### src/rtl/mc_ctrl_pkg.sv
// Shared types and encodings for the multi-cycle MIPS control unit.
// Used by mc_ctrl_outdec and multicycle_control.
package mc_ctrl_pkg;

   typedef enum logic [3:0] {
      StFetch   = 4'd0,
      StDecode  = 4'd1,
      StMemAddr = 4'd2,
      StMemRd   = 4'd3,
      StMemWb   = 4'd4,
      StMemWr   = 4'd5,
      StRExec   = 4'd6,
      StRWb     = 4'd7,
      StBranch  = 4'd8,
      StJump    = 4'd9,
      StAddiEx  = 4'd10,
      StAddiWb  = 4'd11,
      StTrap    = 4'd12
   } state_e;

   localparam logic [2:0] OpIllegal = 3'b000;
   localparam logic [2:0] OpR       = 3'b001;
   localparam logic [2:0] OpLw      = 3'b010;
   localparam logic [2:0] OpSw      = 3'b011;
   localparam logic [2:0] OpJ       = 3'b100;
   localparam logic [2:0] OpBeq     = 3'b101;
   localparam logic [2:0] OpBne     = 3'b110;
   localparam logic [2:0] OpAddi    = 3'b111;

   localparam logic [1:0] AluSrcBRegB  = 2'b00;
   localparam logic [1:0] AluSrcBFour  = 2'b01;
   localparam logic [1:0] AluSrcBImm   = 2'b10;
   localparam logic [1:0] AluSrcBImmSh = 2'b11;

   localparam logic [1:0] AluOpAdd   = 2'b00;
   localparam logic [1:0] AluOpSub   = 2'b01;
   localparam logic [1:0] AluOpFunct = 2'b10;

   localparam logic [1:0] PcSrcAlu    = 2'b00;
   localparam logic [1:0] PcSrcAluOut = 2'b01;
   localparam logic [1:0] PcSrcJump   = 2'b10;

   typedef struct packed {
      logic       pcwrite;
      logic       pcwritecond;
      logic       branch_ne;
      logic       iord;
      logic       memread;
      logic       memwrite;
      logic       irwrite;
      logic       memtoreg;
      logic       regwrite;
      logic       regdest;
      logic       alusrca;
      logic [1:0] alusrcb;
      logic [1:0] aluop;
      logic [1:0] pcsource;
      logic       instr_done;
   } ctrl_t;

endpackage

### src/rtl/mc_ctrl_outdec.sv
// Combinational decoder: FSM state + mem_ready + latched opcode class -> control vector.
// With MC_CTRL_ILLEGAL_TRAP_EN undefined, class 000 retires from DECODE as a NOP.
module mc_ctrl_outdec
   import mc_ctrl_pkg::*;
(
   input  state_e     state_i,
   input  logic       mem_ready_i,
   input  logic [2:0] op_i,
   output ctrl_t      ctrl_o
);

   always_comb begin
      ctrl_o = '0;
      unique case (state_i)
         StFetch: begin
            ctrl_o.memread  = 1'b1;
            ctrl_o.alusrcb  = AluSrcBFour;
            ctrl_o.aluop    = AluOpAdd;
            ctrl_o.pcsource = PcSrcAlu;
            // PC and IR update only on the cycle the fetch completes
            ctrl_o.irwrite  = mem_ready_i;
            ctrl_o.pcwrite  = mem_ready_i;
         end
         StDecode: begin
            ctrl_o.alusrcb = AluSrcBImmSh;
            ctrl_o.aluop   = AluOpAdd;
`ifndef MC_CTRL_ILLEGAL_TRAP_EN
            ctrl_o.instr_done = (op_i == OpIllegal);
`endif
         end
         StMemAddr: begin
            ctrl_o.alusrca = 1'b1;
            ctrl_o.alusrcb = AluSrcBImm;
            ctrl_o.aluop   = AluOpAdd;
         end
         StMemRd: begin
            ctrl_o.memread = 1'b1;
            ctrl_o.iord    = 1'b1;
         end
         StMemWb: begin
            ctrl_o.regwrite   = 1'b1;
            ctrl_o.memtoreg   = 1'b1;
            ctrl_o.instr_done = 1'b1;
         end
         StMemWr: begin
            ctrl_o.memwrite   = 1'b1;
            ctrl_o.iord       = 1'b1;
            ctrl_o.instr_done = mem_ready_i;
         end
         StRExec: begin
            ctrl_o.alusrca = 1'b1;
            ctrl_o.alusrcb = AluSrcBRegB;
            ctrl_o.aluop   = AluOpFunct;
         end
         StRWb: begin
            ctrl_o.regwrite   = 1'b1;
            ctrl_o.regdest    = 1'b1;
            ctrl_o.instr_done = 1'b1;
         end
         StBranch: begin
            ctrl_o.alusrca     = 1'b1;
            ctrl_o.alusrcb     = AluSrcBRegB;
            ctrl_o.aluop       = AluOpSub;
            ctrl_o.pcwritecond = 1'b1;
            ctrl_o.pcsource    = PcSrcAluOut;
            ctrl_o.branch_ne   = (op_i == OpBne);
            ctrl_o.instr_done  = 1'b1;
         end
         StJump: begin
            ctrl_o.pcwrite    = 1'b1;
            ctrl_o.pcsource   = PcSrcJump;
            ctrl_o.instr_done = 1'b1;
         end
         StAddiEx: begin
            ctrl_o.alusrca = 1'b1;
            ctrl_o.alusrcb = AluSrcBImm;
            ctrl_o.aluop   = AluOpAdd;
         end
         StAddiWb: begin
            ctrl_o.regwrite   = 1'b1;
            ctrl_o.instr_done = 1'b1;
         end
         default: ;
      endcase
   end

endmodule

### src/rtl/multicycle_control.sv
// Multi-cycle MIPS control FSM: state register, latched opcode class, retire counter.
// MC_CTRL_ILLEGAL_TRAP_EN: class 000 traps (sticky illegal) instead of retiring as a NOP.
module multicycle_control
   import mc_ctrl_pkg::*;
#(
   parameter int unsigned OPCODE_W = 8,
   parameter int unsigned CNT_W    = 32
) (
   input  logic                clk,
   input  logic                rst,
   input  logic [OPCODE_W-1:0] in,
   input  logic                mem_ready,
   output logic                pcwrite,
   output logic                pcwritecond,
   output logic                branch_ne,
   output logic                iord,
   output logic                memread,
   output logic                memwrite,
   output logic                irwrite,
   output logic                memtoreg,
   output logic                regwrite,
   output logic                regdest,
   output logic                alusrca,
   output logic [1:0]          alusrcb,
   output logic [1:0]          aluop,
   output logic [1:0]          pcsource,
   output logic                instr_done,
   output logic [CNT_W-1:0]    retired,
   output logic                illegal,
   output logic [3:0]          state
);

   state_e           state_q, state_d;
   logic [2:0]       op_q, op_d;
   logic [CNT_W-1:0] cnt_q, cnt_d;
   ctrl_t            dec_ctrl;
   ctrl_t            out_ctrl;

   // Only the class bits matter; upper opcode bits are deliberately ignored.
   logic unused_in;
   assign unused_in = ^in;

   mc_ctrl_outdec u_outdec (
      .state_i     (state_q),
      .mem_ready_i (mem_ready),
      .op_i        (op_q),
      .ctrl_o      (dec_ctrl)
   );

`ifdef MC_CTRL_ILLEGAL_TRAP_EN
   logic illegal_q, illegal_d;
`endif

   always_comb begin
      state_d = state_q;
      op_d    = op_q;
      cnt_d   = cnt_q;
`ifdef MC_CTRL_ILLEGAL_TRAP_EN
      illegal_d = illegal_q;
`endif
      unique case (state_q)
         StFetch: begin
            if (mem_ready) begin
               state_d = StDecode;
               op_d    = in[2:0];
            end
         end
         StDecode: begin
            unique case (op_q)
               OpR:         state_d = StRExec;
               OpLw, OpSw:  state_d = StMemAddr;
               OpBeq, OpBne: state_d = StBranch;
               OpJ:         state_d = StJump;
               OpAddi:      state_d = StAddiEx;
               default: begin
`ifdef MC_CTRL_ILLEGAL_TRAP_EN
                  state_d   = StTrap;
                  illegal_d = 1'b1;
`else
                  state_d   = StFetch;
`endif
               end
            endcase
         end
         StMemAddr: state_d = (op_q == OpSw) ? StMemWr : StMemRd;
         StMemRd:   if (mem_ready) state_d = StMemWb;
         StMemWr:   if (mem_ready) state_d = StFetch;
         StRExec:   state_d = StRWb;
         StAddiEx:  state_d = StAddiWb;
         StMemWb, StRWb, StBranch, StJump, StAddiWb: state_d = StFetch;
         StTrap:    state_d = StTrap;
         default:   state_d = StFetch;
      endcase
      if (dec_ctrl.instr_done) begin
         cnt_d = cnt_q + CNT_W'(1);
      end
   end

   always_ff @(posedge clk or posedge rst) begin
      if (rst) begin
         state_q <= StFetch;
         op_q    <= OpIllegal;
         cnt_q   <= '0;
      end else begin
         state_q <= state_d;
         op_q    <= op_d;
         cnt_q   <= cnt_d;
      end
   end

`ifdef MC_CTRL_ILLEGAL_TRAP_EN
   always_ff @(posedge clk or posedge rst) begin
      if (rst) begin
         illegal_q <= 1'b0;
      end else begin
         illegal_q <= illegal_d;
      end
   end
   assign illegal = illegal_q;
`else
   assign illegal = 1'b0;
`endif

   // Reset state is FETCH, whose controls are non-zero, so gate them while rst is high.
   assign out_ctrl = rst ? '0 : dec_ctrl;

   assign pcwrite     = out_ctrl.pcwrite;
   assign pcwritecond = out_ctrl.pcwritecond;
   assign branch_ne   = out_ctrl.branch_ne;
   assign iord        = out_ctrl.iord;
   assign memread     = out_ctrl.memread;
   assign memwrite    = out_ctrl.memwrite;
   assign irwrite     = out_ctrl.irwrite;
   assign memtoreg    = out_ctrl.memtoreg;
   assign regwrite    = out_ctrl.regwrite;
   assign regdest     = out_ctrl.regdest;
   assign alusrca     = out_ctrl.alusrca;
   assign alusrcb     = out_ctrl.alusrcb;
   assign aluop       = out_ctrl.aluop;
   assign pcsource    = out_ctrl.pcsource;
   assign instr_done  = out_ctrl.instr_done;
   assign retired     = cnt_q;
   assign state       = state_q;

endmodule

### config.mk
export PLATFORM = sky130hd
export DESIGN_NAME = multicycle_control
export DESIGN_NICKNAME = d
export VERILOG_FILES = /design/src/rtl/mc_ctrl_pkg.sv /design/src/rtl/mc_ctrl_outdec.sv /design/src/rtl/multicycle_control.sv
export SDC_FILE = /design/constraint.sdc
export NUM_CORES = 1
export LEC_CHECK = 0
export CAP_MARGIN = 20
export CORE_UTILIZATION = 35
export CTS_BUF_LIST = sky130_fd_sc_hd__clkbuf_4 sky130_fd_sc_hd__clkbuf_8 sky130_fd_sc_hd__clkbuf_16
export DETAILED_ROUTE_END_ITERATION = 16
export SLEW_MARGIN = 5
export SYNTH_ARGS = -nofsm -noshare
export SYNTH_HDL_FRONTEND = slang
export SYNTH_SLANG_ARGS = --single-unit
### constraint.sdc
create_clock -name clk -period 3.45 [get_ports clk]
set_input_delay 0.345 -clock clk [delete_from_list [all_inputs] [get_ports clk]]
set_output_delay 0.345 -clock clk [all_outputs]
set_load 0.03 [all_outputs]
==> reports/results.txt <==
Status: complete, no violations
Routed vias: 1753
Post-synth net total: 220
Design area: 2880 sq um
Buffers on Ports: 59
Critical-path cell list: inv_1, nand3_1, nor3_1, nor4b_2, clkdlybuf4s50_1
Startpoint Class: register
Hold Crit Class: register to register
Crit path time final: 2900 ps
Layout Skew: 5.93 ps
P_int: 1.17 mW
Share of layout cells above drive strength 1: 0.0896
Placed Cells: 332
Count of cell types in the netlist: 40
Final Worst Setup Slack: 545 ps
Setup Viol. Count Final: 0
Vias per std cell: 5.16
Drt drc: 0
Flop pwr share: 0.354
Initial Util: 0.374
Fmax: 344 MHz
Vias in the first global route: 1626
Critical path class: register to output port
Initial DRC count: 70
Fillers: 530
Area fraction of the dominant cell type after synthesis: 0.463
Initial antenna violation count: 0
Final Instance Count excl. Fillers: 340
Avg Inst Size Synth: 10.1 sq um
Max Slew Vio Count: 0
Routed Antenna Nets: 0
Critical path arrival: 2560 ps
Nets@finish: 279
Flop-to-flop setup slack: 890 ps
Pre-Repair DR Iteration Count: 4
#FFs+latches synth: 39
Clk pin slew, worst setup/hold paths: 80 ps
Routed WL per cell: 13.7 um
Register area: 976 sq um
Core Rows: 27
Sw Pwr: 0.863 mW
CTS tree: built
Max stage delay on crit path: 720 ps
Synth area leader: dfrtp_1
CTS buffer count: 5
Post-DP HPWL: 3200 um
Total Wirelength: 4660 um
Clock sinks: 39
I/O pin total: 66
Area of the multi-input gates: 1060 sq um
Final setup TNS: 0 ps
LEAKAGE: 1.13 nW
Top post-synthesis cells by area: dfrtp_1, xnor2_1, nand3_1
Pin count of the biggest net entering global routing: 41
Clk pwr share: 0.193
Pwr dens: 709 nW/um^2
RSZ-0062 raised after global routing: no
GP Congestion: 0.763
Slew @ Worst Pin: 651 ps
Pre-CTS setup slack: 658 ps
Slew HR: 0.563
Max-Cap Viols: 0
Comb pwr share: 0.453
Switching share of power: 0.424
Synth Instances: 208
Peak supply drop: 0.432 mV
Seq/Total Area, Yosys: 0.463
Critical Path End Type: output port
Final Cycle Share: 0.842
Hold Buf Count CTS: 0
Design Power: 2.04 mW
Layout area overhead: 36.4%
Critical path peak fanout: 17
Global Route Usage Sum: 0.156
Total gr overflow: 0
Antenna Cells: 0
Cts repair resizes: 0
Clk_lat worst skew: 290 ps
Synth warnings: 0
Clock Tree Root: clkbuf_8
First-pass GRT wire length: 7770 um
Postcts setup bufs: 0
Die H: 79.6 um
Crit-path slowest cell: clkdlybuf4s50_1
Die W: 79.6 um
Core area: 5640 sq um
Post-Syn Area: 2110 sq um
DIE AREA: 6340 sq um
Final hold violations: 0
Post-Place Cell Area: 2760 sq um
Maximum buffer depth of the clock tree: 2
CP required: 3110 ps
H-tree depth: 2
[metrics by stage]
| stage | utilization | hold WS [ps] |
|---|---|---|
| 2_1_floorplan | - | 496 |
| 3_3_place_gp | 0.489 | 464 |
| 3_5_place_dp | 0.489 | 465 |
| 4_1_cts | 0.510 | 480 |
| 5_1_grt | 0.510 | 499 |
| 6_report | 0.510 | 474 |
[cells in the final DEF, fill, tap and decap left out, types with 2 or more instances in the layout]
master,Yosys,routed
mux2_2,4,4
xnor2_1,28,28
nor3_1,10,10
buf_4,1,3
a31o_2,2,2
and3_1,9,9
clkbuf_8,0,6
nor2b_1,4,4
nand2b_1,3,3
nand4_1,9,9
xor2_1,4,4
and4_1,5,5
nand3_1,21,21
nor4_1,3,3
a211oi_4,2,2
dfrtp_1,39,39
clkdlybuf4s50_1,0,59
a21oi_1,4,4
nor2_1,10,10
nand2_1,13,13
inv_1,5,4
o21ai_0,4,4
[state kept, by name, summed over array words and instances (netlist names)]
name     cells
op_q         3
retired     32
state        4
[layout make-up]
cell class	count	area share
Inverter	5	0.00783
Timing Repair Buffer	62	0.213
Tap cell	72	0.0313
Multi-Input combinational cell	154	0.367
Clock buffer	6	0.0287
Sequential cell	39	0.339
Clock inverter	2	0.0122
[Yosys cell counts]
cell type	number
a211oi_4	2
a21oi_1	4
a222oi_1	1
a311o_1	1
a31o_2	2
a32o_1	1
and2_1	1
and2_4	1
and3_1	9
and4_1	5
and4b_1	1
buf_4	1
buf_6	3
clkbuf_1	6
conb_1	1
dfrtp_1	39
ha_1	1
inv_1	5
maj3_1	1
mux2_2	4
nand2_1	13
nand2b_1	3
nand3_1	21
nand3b_1	1
nand4_1	9
nor2_1	10
nor2b_1	4
nor3_1	10
nor3_2	1
nor3b_1	1
nor4_1	3
nor4b_1	2
o2111ai_1	1
o211ai_1	1
o21ai_0	4
o22ai_1	1
o41ai_1	1
or4_4	1
xnor2_1	28
xor2_1	4
[kinds of logic after synthesis]
family / Yosys count / share of synthesized area
compound gates: 19 / 0.0754
xor+xnor: 32 / 0.133
fa+ha+maj: 2 / 0.0107
buf+inv: 15 / 0.0392
flops: 39 / 0.463
mux: 4 / 0.0214
other cells: 1 / 0.00178
simple gates: 96 / 0.256
[power groups by stage]
stage / combinational, mW / clock, mW / sequential (mW)
global route: 0.996 / 0.423 / 0.743
finish: 0.923 / 0.394 / 0.721
global placement: 0.927 / 0 / 0.731
floorplan: 0.582 / 0 / 0.768
CTS: 0.932 / 0.404 / 0.724
detailed placement: 0.925 / 0 / 0.732
[final timing paths]
kind | cells past startpoint | to | startpoint
worst min-delay path | 1 | retired[31]$_DFFE_PP0P_ | retired[31]$_DFFE_PP0P_
min in group asynchronous | 3 | state[3]$_DFFE_PP0P_ | rst
worst max register to register | 5 | retired[30]$_DFFE_PP0P_ | state[3]$_DFFE_PP0P_
max in group asynchronous | 3 | op_q[1]$_DFFE_PP0P_ | rst
worst min register to register | 1 | retired[31]$_DFFE_PP0P_ | retired[31]$_DFFE_PP0P_
worst max-delay path | 5 | branch_ne | state[1]$_DFFE_PP0P_
[metal layers]
metal / share of wire / routed length, um / vias to the layer above / GRT usage
met2: 0.47 / 2190 / 57 / 0.242
met5: 0 / 0 / - / 0
li1: - / - / 864 / -
met3: 0.059 / 274 / 6 / 0.0389
met1: 0.46 / 2140 / 826 / 0.211
met4: 0.013 / 60 / 0 / 0.0527
[worst max-delay path: cells and delay by family, from the launching register on]
| family | cells | cell delay [ps] |
|---|---|---|
| buffers and inverters | 2 | 970 |
| AND/OR/NAND/NOR | 3 | 720 |
| flip-flops | 1 | 580 |
Power figures use the tool's default switching activity.
